[src/rtl/btn_conditioner.sv]
// Five-button front end: 2-flop sync, per-bit debounce, press pulses and a held key event.
// Latency: btn_in -> btn_lvl/btn_pulse 2+DB_CYCLES cycles, btn_pulse -> key_valid 1 cycle.
// Backpressure: a new event while key_valid is unacknowledged is dropped and flagged on overrun.
// BTN_AUTOREPEAT_EN adds press repeats for the lowest-numbered held button.
module btn_conditioner #(
   parameter int N_BTN      = 5,
   parameter int DB_CYCLES  = 250000,
   parameter int CNT_W      = 18,
   parameter int REP_DELAY  = 25000000,
   parameter int REP_PERIOD = 5000000
) (
   input  logic             mclk,
   input  logic             rst_n,
   input  logic [N_BTN-1:0] btn_in,
   input  logic             ack,
   output logic [N_BTN-1:0] btn_lvl,
   output logic [N_BTN-1:0] btn_pulse,
   output logic             key_valid,
   output logic [2:0]       key_code,
   output logic             overrun
);

   localparam logic [0:0] ST_IDLE = 1'b0;
   localparam logic [0:0] ST_HOLD = 1'b1;

   if ((N_BTN < 1) || (N_BTN > 7) || (DB_CYCLES < 2) || (DB_CYCLES > (1 << CNT_W)) ||
       (REP_DELAY < 2) || (REP_PERIOD < 1)) begin : g_bad_cfg
      $error("btn_conditioner: unsupported parameter set");
   end

   logic [N_BTN-1:0] sync_q1;
   logic [N_BTN-1:0] sync_q2;
   logic [CNT_W-1:0] db_cnt [N_BTN];
   logic [N_BTN-1:0] lvl_nxt;
   logic [N_BTN-1:0] rise;
   logic [N_BTN-1:0] pulse_nxt;
   logic [2:0]       pulse_code;
   logic [0:0]       state;

   // 1-based index of the lowest set bit, 0 when none is set
   function automatic logic [2:0] lowest_code(input logic [N_BTN-1:0] v);
      lowest_code = 3'd0;
      for (int i = N_BTN - 1; i >= 0; i--) begin
         if (v[i]) lowest_code = 3'(i + 1);
      end
   endfunction

   always_ff @(posedge mclk or negedge rst_n) begin
      if (!rst_n) begin
         sync_q1 <= '0;
         sync_q2 <= '0;
      end else begin
         sync_q1 <= btn_in;
         sync_q2 <= sync_q1;
      end
   end

   always_comb begin
      lvl_nxt = btn_lvl;
      rise    = '0;
      for (int i = 0; i < N_BTN; i++) begin
         if (sync_q2[i] != btn_lvl[i] && db_cnt[i] == CNT_W'(DB_CYCLES - 1)) begin
            lvl_nxt[i] = sync_q2[i];
            rise[i]    = sync_q2[i];
         end
      end
   end

   // The clear at DB_CYCLES-1 keeps the counter from ever wrapping
   always_ff @(posedge mclk or negedge rst_n) begin
      if (!rst_n) begin
         for (int i = 0; i < N_BTN; i++) db_cnt[i] <= '0;
         btn_lvl   <= '0;
         btn_pulse <= '0;
      end else begin
         for (int i = 0; i < N_BTN; i++) begin
            if (sync_q2[i] == btn_lvl[i] || db_cnt[i] == CNT_W'(DB_CYCLES - 1))
               db_cnt[i] <= '0;
            else
               db_cnt[i] <= db_cnt[i] + CNT_W'(1);
         end
         btn_lvl   <= lvl_nxt;
         btn_pulse <= pulse_nxt;
      end
   end

`ifdef BTN_AUTOREPEAT_EN
   localparam int REP_MAX = (REP_DELAY > REP_PERIOD) ? REP_DELAY : REP_PERIOD;
   localparam int REP_W   = $clog2(REP_MAX + 1);

   logic [REP_W-1:0] rep_cnt;
   logic [2:0]       rep_code;
   logic [2:0]       hold_code;
   logic             rep_first;
   logic             rep_track;
   logic             rep_fire;
   logic [N_BTN-1:0] rep_mask;

   // rep_cnt counts cycles since the last pulse of the tracked button
   always_comb begin
      hold_code = lowest_code(btn_lvl);
      rep_track = (hold_code != 3'd0) && (hold_code == rep_code);
      rep_fire  = 1'b0;
      rep_mask  = '0;
      if (rep_track)
         rep_fire = rep_first ? (rep_cnt == REP_W'(REP_DELAY - 1))
                              : (rep_cnt == REP_W'(REP_PERIOD - 1));
      for (int i = 0; i < N_BTN; i++) begin
         if (hold_code == 3'(i + 1)) rep_mask[i] = rep_fire;
      end
      pulse_nxt = rise | (rep_mask & lvl_nxt);
   end

   always_ff @(posedge mclk or negedge rst_n) begin
      if (!rst_n) begin
         rep_cnt   <= '0;
         rep_code  <= 3'd0;
         rep_first <= 1'b1;
      end else if (rep_track) begin
         if (rep_fire) begin
            rep_cnt   <= '0;
            rep_first <= 1'b0;
         end else begin
            rep_cnt <= rep_cnt + REP_W'(1);
         end
      end else begin
         rep_code  <= hold_code;
         rep_cnt   <= REP_W'(1);
         rep_first <= 1'b1;
      end
   end
`else
   assign pulse_nxt = rise;
`endif

   assign pulse_code = lowest_code(btn_pulse);

   always_ff @(posedge mclk or negedge rst_n) begin
      if (!rst_n) begin
         state     <= ST_IDLE;
         key_valid <= 1'b0;
         key_code  <= 3'd0;
         overrun   <= 1'b0;
      end else if (state == ST_IDLE) begin
         if (btn_pulse != '0) begin
            key_code  <= pulse_code;
            key_valid <= 1'b1;
            state     <= ST_HOLD;
         end
      end else begin
         if (ack) begin
            overrun <= 1'b0;
            if (btn_pulse != '0) begin
               key_code <= pulse_code;
            end else begin
               key_valid <= 1'b0;
               key_code  <= 3'd0;
               state     <= ST_IDLE;
            end
         end else if (btn_pulse != '0) begin
            overrun <= 1'b1;
         end
      end
   end

endmodule

[config.mk]
export PLATFORM = sky130hd
export DESIGN_NAME = btn_conditioner
export DESIGN_NICKNAME = d
export VERILOG_FILES = /design/src/rtl/btn_conditioner.sv
export SDC_FILE = /design/constraint.sdc
export NUM_CORES = 1
export LEC_CHECK = 0
export ABC_AREA = 1
export ABC_CLOCK_PERIOD_IN_PS = 1580
export CORE_ASPECT_RATIO = 0.6
export CORE_UTILIZATION = 35
export CTS_BUF_LIST = sky130_fd_sc_hd__clkbuf_4 sky130_fd_sc_hd__clkbuf_8
export CTS_CLUSTER_DIAMETER = 60
export CTS_CLUSTER_SIZE = 40
export DETAILED_ROUTE_END_ITERATION = 16
export GPL_TIMING_DRIVEN = 0
export SLEW_MARGIN = 20
export SYNTH_ARGS = -nofsm -noshare
export SYNTH_HDL_FRONTEND = slang
export SYNTH_SLANG_ARGS = --single-unit
[constraint.sdc]
create_clock -name mclk -period 1.58 [get_ports mclk]
set_input_delay 0.158 -clock mclk [delete_from_list [all_inputs] [get_ports mclk]]
set_output_delay 0.158 -clock mclk [all_outputs]
set_load 0.03 [all_outputs]
==> impl_metrics.env, run 1 <==
export IMPL_run_status="completed"
export IMPL_totalPowerFinal_mw=6.35
export IMPL_via_per_inst=4.52
export IMPL_crit_path_max_fanout=10
export IMPL_fin_ws_ns=0.0679
export IMPL_drt_pass1_iterations=5
export IMPL_dp_hpwl_mm=9.72
export IMPL_drtIter0Drc=367
export IMPL_final_hold_fails=0
export IMPL_initial_utilization=0.359
export IMPL_drcViolationCount=0
export IMPL_cts_max_path_buffers=2
export IMPL_whs_endpoint="sync_q1[4]"
export IMPL_yosys_register_bits=116
export IMPL_setup_viol=0
export IMPL_power_density_nw_per_um2=853
export IMPL_synth_cells=803
export IMPL_clock_tree_root_cell="sky130_fd_sc_hd__clkbuf_8"
export IMPL_pin_count_of_the_biggest_net_entering_global_routing=61
export IMPL_cpMaxStageDelayCell="sky130_fd_sc_hd__dfrtp_1"
export IMPL_core_area_sq_um=17200
export IMPL_path_cells="ha_2 -> nand2_1 -> nor2_4 -> nand3_2 -> nand2_4 -> buf_6 -> nor2_1"
export IMPL_numClockSinks=116
export IMPL_fin_cells=1117
export IMPL_synth_net_count=816
export IMPL_rr_endpoint="db_cnt[27]"
export IMPL_timing_setup_critical_path_class="reg2reg"
export IMPL_post_detailed_route_count_of_antenna_violating_nets=0
export IMPL_drive_gt1_frac=0.119
export IMPL_grt_antenna_before_repair=0
export IMPL_period_needed_ns=1.51
export IMPL_rsz0062_at_grt="true"
export IMPL_path_clk_slew_ns=0.08
export IMPL_yosysSeqAreaShare=0.469
export IMPL_postSynthAreaPerCell_sq_um=7.70
export IMPL_maxClockFrequency_ghz=0.661
export IMPL_worst_pin_slew_ns=0.557
export IMPL_htree_num_levels=4
export IMPL_fillers=1779
export IMPL_combined_buffer_and_inverter_count_along_the_critical_path=1
export IMPL_boundaryPins=23
export IMPL_syn_area_sq_um=6180
export IMPL_portBuffers=22
export IMPL_min_delay_path_depth=1
export IMPL_synthTopCellsByArea="sky130_fd_sc_hd__dfrtp_1 47%, sky130_fd_sc_hd__nand2_1 12%, sky130_fd_sc_hd__nor2_1 12%"
export IMPL_area_growth_from_synthesis_to_layout_pct=20.4
export IMPL_timing_max_transition_violations_final=0
export IMPL_via_total_after_detailed_routing=5044
export IMPL_finClkSkew_ns=0.00987
export IMPL_hold_removal_path_class="in2reg"
export IMPL_timing_reg2reg_worst_path_depth=7
export IMPL_placed_instance_area_sq_um=6730
export IMPL_routabilityCongestion=0.893
export IMPL_first_global_vias=4491
export IMPL_regToRegStartpoint="db_cnt[18]"
export IMPL_critical_path_top_delay_family="simple AND/OR/NAND/NOR gates"
export IMPL_ys_warnings_count=0
export IMPL_die_h_um=105
export IMPL_insertedDiodeCount=0
export IMPL_kind_of_launch_point_of_the_worst_setup_path="flip-flop"
export IMPL_final_net_count=883
export IMPL_critPathMaxStageDelay_ns=0.40
export IMPL_layout_cell_area_non_filler_sq_um=7440
export IMPL_path_depth=7
export IMPL_setup_tns_final_ns=0
export IMPL_yosysUniqueCellTypes=27
export IMPL_post_synth_top_area_fraction=0.469
export IMPL_cap_violations=0
export IMPL_worstHoldStart="btn_in[4]"
export IMPL_die_area_sq_um=18200
export IMPL_place_ws_ns=0.00618
export IMPL_ff2ff_setup_slack_ns=0.07
export IMPL_dp_cells=1060
export IMPL_detail_route_wl_per_cell_um=12.2
export IMPL_floorplan_die_width_um=174
export IMPL_grtUsageTotal=0.159
export IMPL_irDropWorstVdd_mv=0.438
export IMPL_routed_wirelength_mm=13.7
export IMPL_leakagePower_nw=3.17
export IMPL_tritoncts_clock_tree="built"
export IMPL_core_rowCount=37
export IMPL_timing_critical_path_required_ns=1.92
export IMPL_cts_inserted_buffers=17
export IMPL_post_route_period_util=0.957
export IMPL_grt_first_pass_wirelength_mm=22.9
export IMPL_crit_start="db_cnt[18]"
export IMPL_timing_slew_headroom=0.628
export IMPL_crit_path_end_kind="flip-flop"
export IMPL_worstSkewPairLatency_ns=0.45
export IMPL_worstPathArrival_ns=1.86
export IMPL_gr_total_overflow=0
export IMPL_top_cell_type_by_total_area_after_synthesis="sky130_fd_sc_hd__dfrtp_1"
==> cells by family (layout without fill, tap and decap cells) <==
family / Yosys count / after routing / share of synthesized area
fa+ha+maj: 5 / 5 / 0.0101
buf+inv: 81 / 161 / 0.0552
xor+xnor: 57 / 57 / 0.0807
flops: 116 / 116 / 0.469
compound gates: 14 / 14 / 0.0121
simple gates: 530 / 530 / 0.372
==> worst max path at each step <==
stage | to | slack, ns
finish | db_cnt[27] | 0.07
global route | db_cnt[5] | -0.03
CTS | db_cnt[42] | 0.005
detailed placement | db_cnt[84] | 0.006
global placement | db_cnt[54] | -4.43
floorplan | db_cnt[84] | 0.22
==> routing by layer <==
layer / global-route usage / vias up / part of all wire
met5: 0 / - / 0
li1: - / 2641 / -
met1: 0.263 / 2297 / 0.59
met4: 0.0451 / 0 / 0.0054
met2: 0.189 / 100 / 0.35
met3: 0.0462 / 6 / 0.059
==> placed cells by master, fill, tap and decap left out, types with 3 or more instances in the layout <==
cell and instances:
sky130_fd_sc_hd__clkbuf_8 18, sky130_fd_sc_hd__nand3_2 5, sky130_fd_sc_hd__xnor2_1 13, sky130_fd_sc_hd__a21oi_1 6
sky130_fd_sc_hd__nor3_2 6, sky130_fd_sc_hd__inv_6 4, sky130_fd_sc_hd__dfrtp_1 116, sky130_fd_sc_hd__nand2_4 7
sky130_fd_sc_hd__nor2_1 196, sky130_fd_sc_hd__nand2_1 201, sky130_fd_sc_hd__nor2_2 11, sky130_fd_sc_hd__buf_6 5
sky130_fd_sc_hd__nor3_1 7, sky130_fd_sc_hd__clkdlybuf4s50_1 6, sky130_fd_sc_hd__buf_4 21, sky130_fd_sc_hd__ha_2 4
sky130_fd_sc_hd__nand4_1 18, sky130_fd_sc_hd__and2_1 9, sky130_fd_sc_hd__inv_1 75, sky130_fd_sc_hd__dlygate4sd2_1 15
sky130_fd_sc_hd__nor2_4 3, sky130_fd_sc_hd__bufinv_16 3, sky130_fd_sc_hd__clkinv_4 4, sky130_fd_sc_hd__nand3_1 60
sky130_fd_sc_hd__xor2_1 44, sky130_fd_sc_hd__o21ai_0 4
==> synthesized netlist by cell type <==
cell type                    n
sky130_fd_sc_hd__a21oi_1     6
sky130_fd_sc_hd__a31oi_1     2
sky130_fd_sc_hd__and2_1      9
sky130_fd_sc_hd__buf_6       5
sky130_fd_sc_hd__dfrtp_1   116
sky130_fd_sc_hd__ha_1        5
sky130_fd_sc_hd__inv_1      75
sky130_fd_sc_hd__inv_2       1
sky130_fd_sc_hd__nand2_1   201
sky130_fd_sc_hd__nand2_2     4
sky130_fd_sc_hd__nand2_4     4
sky130_fd_sc_hd__nand3_1    62
sky130_fd_sc_hd__nand3_2     3
sky130_fd_sc_hd__nand3b_1    2
sky130_fd_sc_hd__nand4_1    18
sky130_fd_sc_hd__nor2_1    201
sky130_fd_sc_hd__nor2_2      6
sky130_fd_sc_hd__nor2_4      3
sky130_fd_sc_hd__nor3_1      8
sky130_fd_sc_hd__nor3_2      5
sky130_fd_sc_hd__nor3b_2     2
sky130_fd_sc_hd__o21ai_0     5
sky130_fd_sc_hd__o21bai_1    1
sky130_fd_sc_hd__or2_1       1
sky130_fd_sc_hd__or2_2       1
sky130_fd_sc_hd__xnor2_1    13
sky130_fd_sc_hd__xor2_1     44
==> flip-flops by register name (all words and copies together), names as in the netlist, 3 cells and up <==
| signal | flops |
|---|---|
| db_cnt | 90 |
| sync_q1 | 5 |
| key_code | 3 |
| btn_pulse | 5 |
| sync_q2 | 5 |
| btn_lvl | 5 |
==> power breakdown <==
group,switching (mW),internal (mW)
Clock,1.34,1.64
Sequential,0.0442,3.01
Combinational,0.170,0.131
Total,1.56,4.79
==> cell type report <==
cell class	count	area, sq um	area share
clock inverter	13	173	0.0232
sequential	116	2900	0.390
inverter	76	285	0.0383
timing repair buffer	48	459	0.0617
clock buffer	19	255	0.0343
tap	234	293	0.0393
buffer	5	63.8	0.00857
multi-input combinational	606	3010	0.405
==> timing repair <==
action | CTS | global route
setup buffers | 2 | 20
cloned | 0 | 2
pin swaps | 0 | 12
gates resized for setup | 16 | 21
setup endpoints to repair | 23 | 54
endpoints found under the hold margin | 56 | 0
hold buffers | 1 | 0
==> through the flow <==
step                hold WS (ns)  utilization
CTS                        0.125        0.416
global route               0.128        0.432
global placement           0.332        0.389
detailed placement         0.169        0.391
floorplan                 -0.138            -
finish                     0.146        0.432
No activity file was read; power rests on OpenSTA's default activity.
==> run 2, diff against run 1 <==
Settings changed: CELL_PAD_IN_SITES_DETAIL_PLACEMENT from default to 2, CELL_PAD_IN_SITES_GLOBAL_PLACEMENT from default to 2, CORE_ASPECT_RATIO 0.6 to 2, PLACE_DENSITY_LB_ADDON from default to 0.1.
==> run 2 against run 1 <==
Compared with the run above: core utilization increased by 0.099 points; first-iteration DRC count decreased by 74%; critical path depth increased by 2; clock power increased by 6%; die area about the same; via count increased by 9.7%; count of clock-buffer cells in the layout increased by 1; setup slack got worse by 0.021 ns; cell count decreased by 1.8%; hold slack got worse by 0.011 ns; sequential share of layout area decreased by 0.14 points; largest cell class unchanged.
==> impl_metrics.env, run 2 (synthesis results as in run 1) <==
export IMPL_crit_path_end_kind="flip-flop"
export IMPL_drcViolationCount=0
export IMPL_timing_critical_path_required_ns=1.92
export IMPL_htree_num_levels=4
export IMPL_path_clk_slew_ns=0.07
export IMPL_grt_antenna_before_repair=0
export IMPL_clock_tree_root_cell="sky130_fd_sc_hd__clkbuf_8"
export IMPL_boundaryPins=23
export IMPL_die_h_um=190
export IMPL_drt_pass1_iterations=4
export IMPL_critPathMaxStageDelay_ns=0.43
export IMPL_timing_reg2reg_worst_path_depth=9
export IMPL_place_ws_ns=-0.126
export IMPL_via_total_after_detailed_routing=5534
export IMPL_regToRegStartpoint="db_cnt[73]"
export IMPL_cts_max_path_buffers=2
export IMPL_grt_first_pass_wirelength_mm=30.6
export IMPL_drive_gt1_frac=0.130
export IMPL_min_delay_path_depth=1
export IMPL_critical_path_top_delay_family="simple AND/OR/NAND/NOR gates"
export IMPL_final_net_count=887
export IMPL_drtIter0Drc=94
export IMPL_ff2ff_setup_slack_ns=0.05
export IMPL_power_density_nw_per_um2=876
export IMPL_pin_count_of_the_biggest_net_entering_global_routing=76
export IMPL_post_detailed_route_count_of_antenna_violating_nets=0
export IMPL_finalCoreUtilization=0.433
export IMPL_routed_wirelength_mm=19.1
export IMPL_worstPathArrival_ns=1.87
export IMPL_largest_reg_flops=90
export IMPL_die_area_sq_um=18200
export IMPL_timing_max_transition_violations_final=0
export IMPL_cpMaxStageDelayCell="sky130_fd_sc_hd__dfrtp_1"
export IMPL_maxClockFrequency_ghz=0.652
export IMPL_hold_removal_path_class="in2reg"
export IMPL_hold_slack_ns=0.135
export IMPL_via_per_inst=5.04
export IMPL_area_growth_from_synthesis_to_layout_pct=21.0
export IMPL_gr_total_overflow=0
export IMPL_registers_top_by_ff_count="db_cnt"
export IMPL_tritoncts_clock_tree="built"
export IMPL_worstSkewPairLatency_ns=0.46
export IMPL_whs_endpoint="sync_q1[2]"
export IMPL_rr_endpoint="db_cnt[75]"
export IMPL_crit_path_max_fanout=10
export IMPL_leakagePower_nw=3.19
export IMPL_timing_setup_critical_path_class="reg2reg"
export IMPL_worst_pin_slew_ns=0.621
export IMPL_irDropWorstVdd_mv=0.467
export IMPL_totalPowerFinal_mw=6.55
export IMPL_routabilityCongestion=0.809
export IMPL_portBuffers=22
export IMPL_floorplan_die_width_um=96.0
export IMPL_mostFrequentLayoutCell="sky130_fd_sc_hd__nand2_1"
export IMPL_post_route_period_util=0.970
export IMPL_setup_viol=0
export IMPL_path_cells="ha_4 -> nand2_2 -> nor2_4 -> nand2_1 -> nor2_1 -> nand2_1 -> nand2_4 -> buf_6 -> nor2_1"
export IMPL_insertedDiodeCount=0
export IMPL_initial_utilization=0.358
export IMPL_worstHoldStart="btn_in[2]"
export IMPL_core_rowCount=68
export IMPL_kind_of_launch_point_of_the_worst_setup_path="flip-flop"
export IMPL_timing_slew_headroom=0.584
export IMPL_setup_tns_final_ns=0
export IMPL_cts_inserted_buffers=17
export IMPL_fin_ws_ns=0.0473
export IMPL_combined_buffer_and_inverter_count_along_the_critical_path=1
export IMPL_finClkSkew_ns=0.0128
export IMPL_dp_hpwl_mm=13.9
export IMPL_final_hold_fails=0
export IMPL_first_global_vias=6323
export IMPL_detail_route_wl_per_cell_um=17.4
export IMPL_period_needed_ns=1.53
export IMPL_core_area_sq_um=17300
export IMPL_final_cell_mix="200 x sky130_fd_sc_hd__nand2_1, 195 x sky130_fd_sc_hd__nor2_1, 112 x sky130_fd_sc_hd__dfrtp_1"
export IMPL_numClockSinks=116
export IMPL_run_status="completed"
export IMPL_cap_violations=0
export IMPL_grtUsageTotal=0.223
## run 2: cell types whose count changed in the layout (fill, tap and decap cells not counted), moves of 3 or more
cell                      previous run  this run
sky130_fd_sc_hd__ha_2                4         1
sky130_fd_sc_hd__nor2_4              3         6
sky130_fd_sc_hd__dfrtp_1           116       112
sky130_fd_sc_hd__buf_4              21        27
sky130_fd_sc_hd__inv_6               4         0
sky130_fd_sc_hd__dfrtp_2             0         4
## run 2: what timing repair did
item,in CTS,in global routing
gates resized for setup,26,20
pin swaps,4,5
gates cloned,0,1
endpoints found under the setup margin,68,67
endpoints found under the hold margin,41,0
buffers inserted,13,14
hold buffers,1,0
## run 2: worst max-delay path by stage
stage	from	to	slack, ns	depth (start not counted)
3_3_place_gp	rst_n	db_cnt[58]	-4.53	1
3_5_place_dp	db_cnt[36]	db_cnt[51]	-0.13	7
2_1_floorplan	db_cnt[72]	db_cnt[84]	0.22	9
6_report	db_cnt[73]	db_cnt[75]	0.05	9
4_1_cts	db_cnt[1]	db_cnt[7]	0.007	9
5_1_grt	db_cnt[73]	db_cnt[76]	-0.04	9
## run 2: area by class of cell
type	instances	area, sq um
well taps	210	263
clock inverters	12	179
repair buffers	52	468
plain buffers	5	60.1
inverters	76	285
fillers	1997	9790
flip-flops and latches	116	2910
clock buffers	20	269
multi-input cells	606	3050
## run 2: power by group
group / internal (mW) / switching [mW]
Clock: 1.82 / 1.34
Combinational: 0.137 / 0.192
Sequential: 3.02 / 0.0509
Total: 4.98 / 1.58
## run 2: per-stage QoR
stage,instances,area (sq um)
floorplan,803,6180
global placement,1035,6670
detailed placement,1036,6700
CTS,1082,7270
global route,1097,7480
finish,1097,7480
## run 2: metal layers
| metal | global-route usage | vias up | part of all wire |
|---|---|---|---|
| met5 | 0 | - | 0 |
| met4 | 0.0959 | 0 | 0.032 |
| met3 | 0.0372 | 34 | 0.017 |
| met2 | 0.454 | 60 | 0.60 |
| met1 | 0.201 | 2797 | 0.35 |
| li1 | - | 2643 | - |
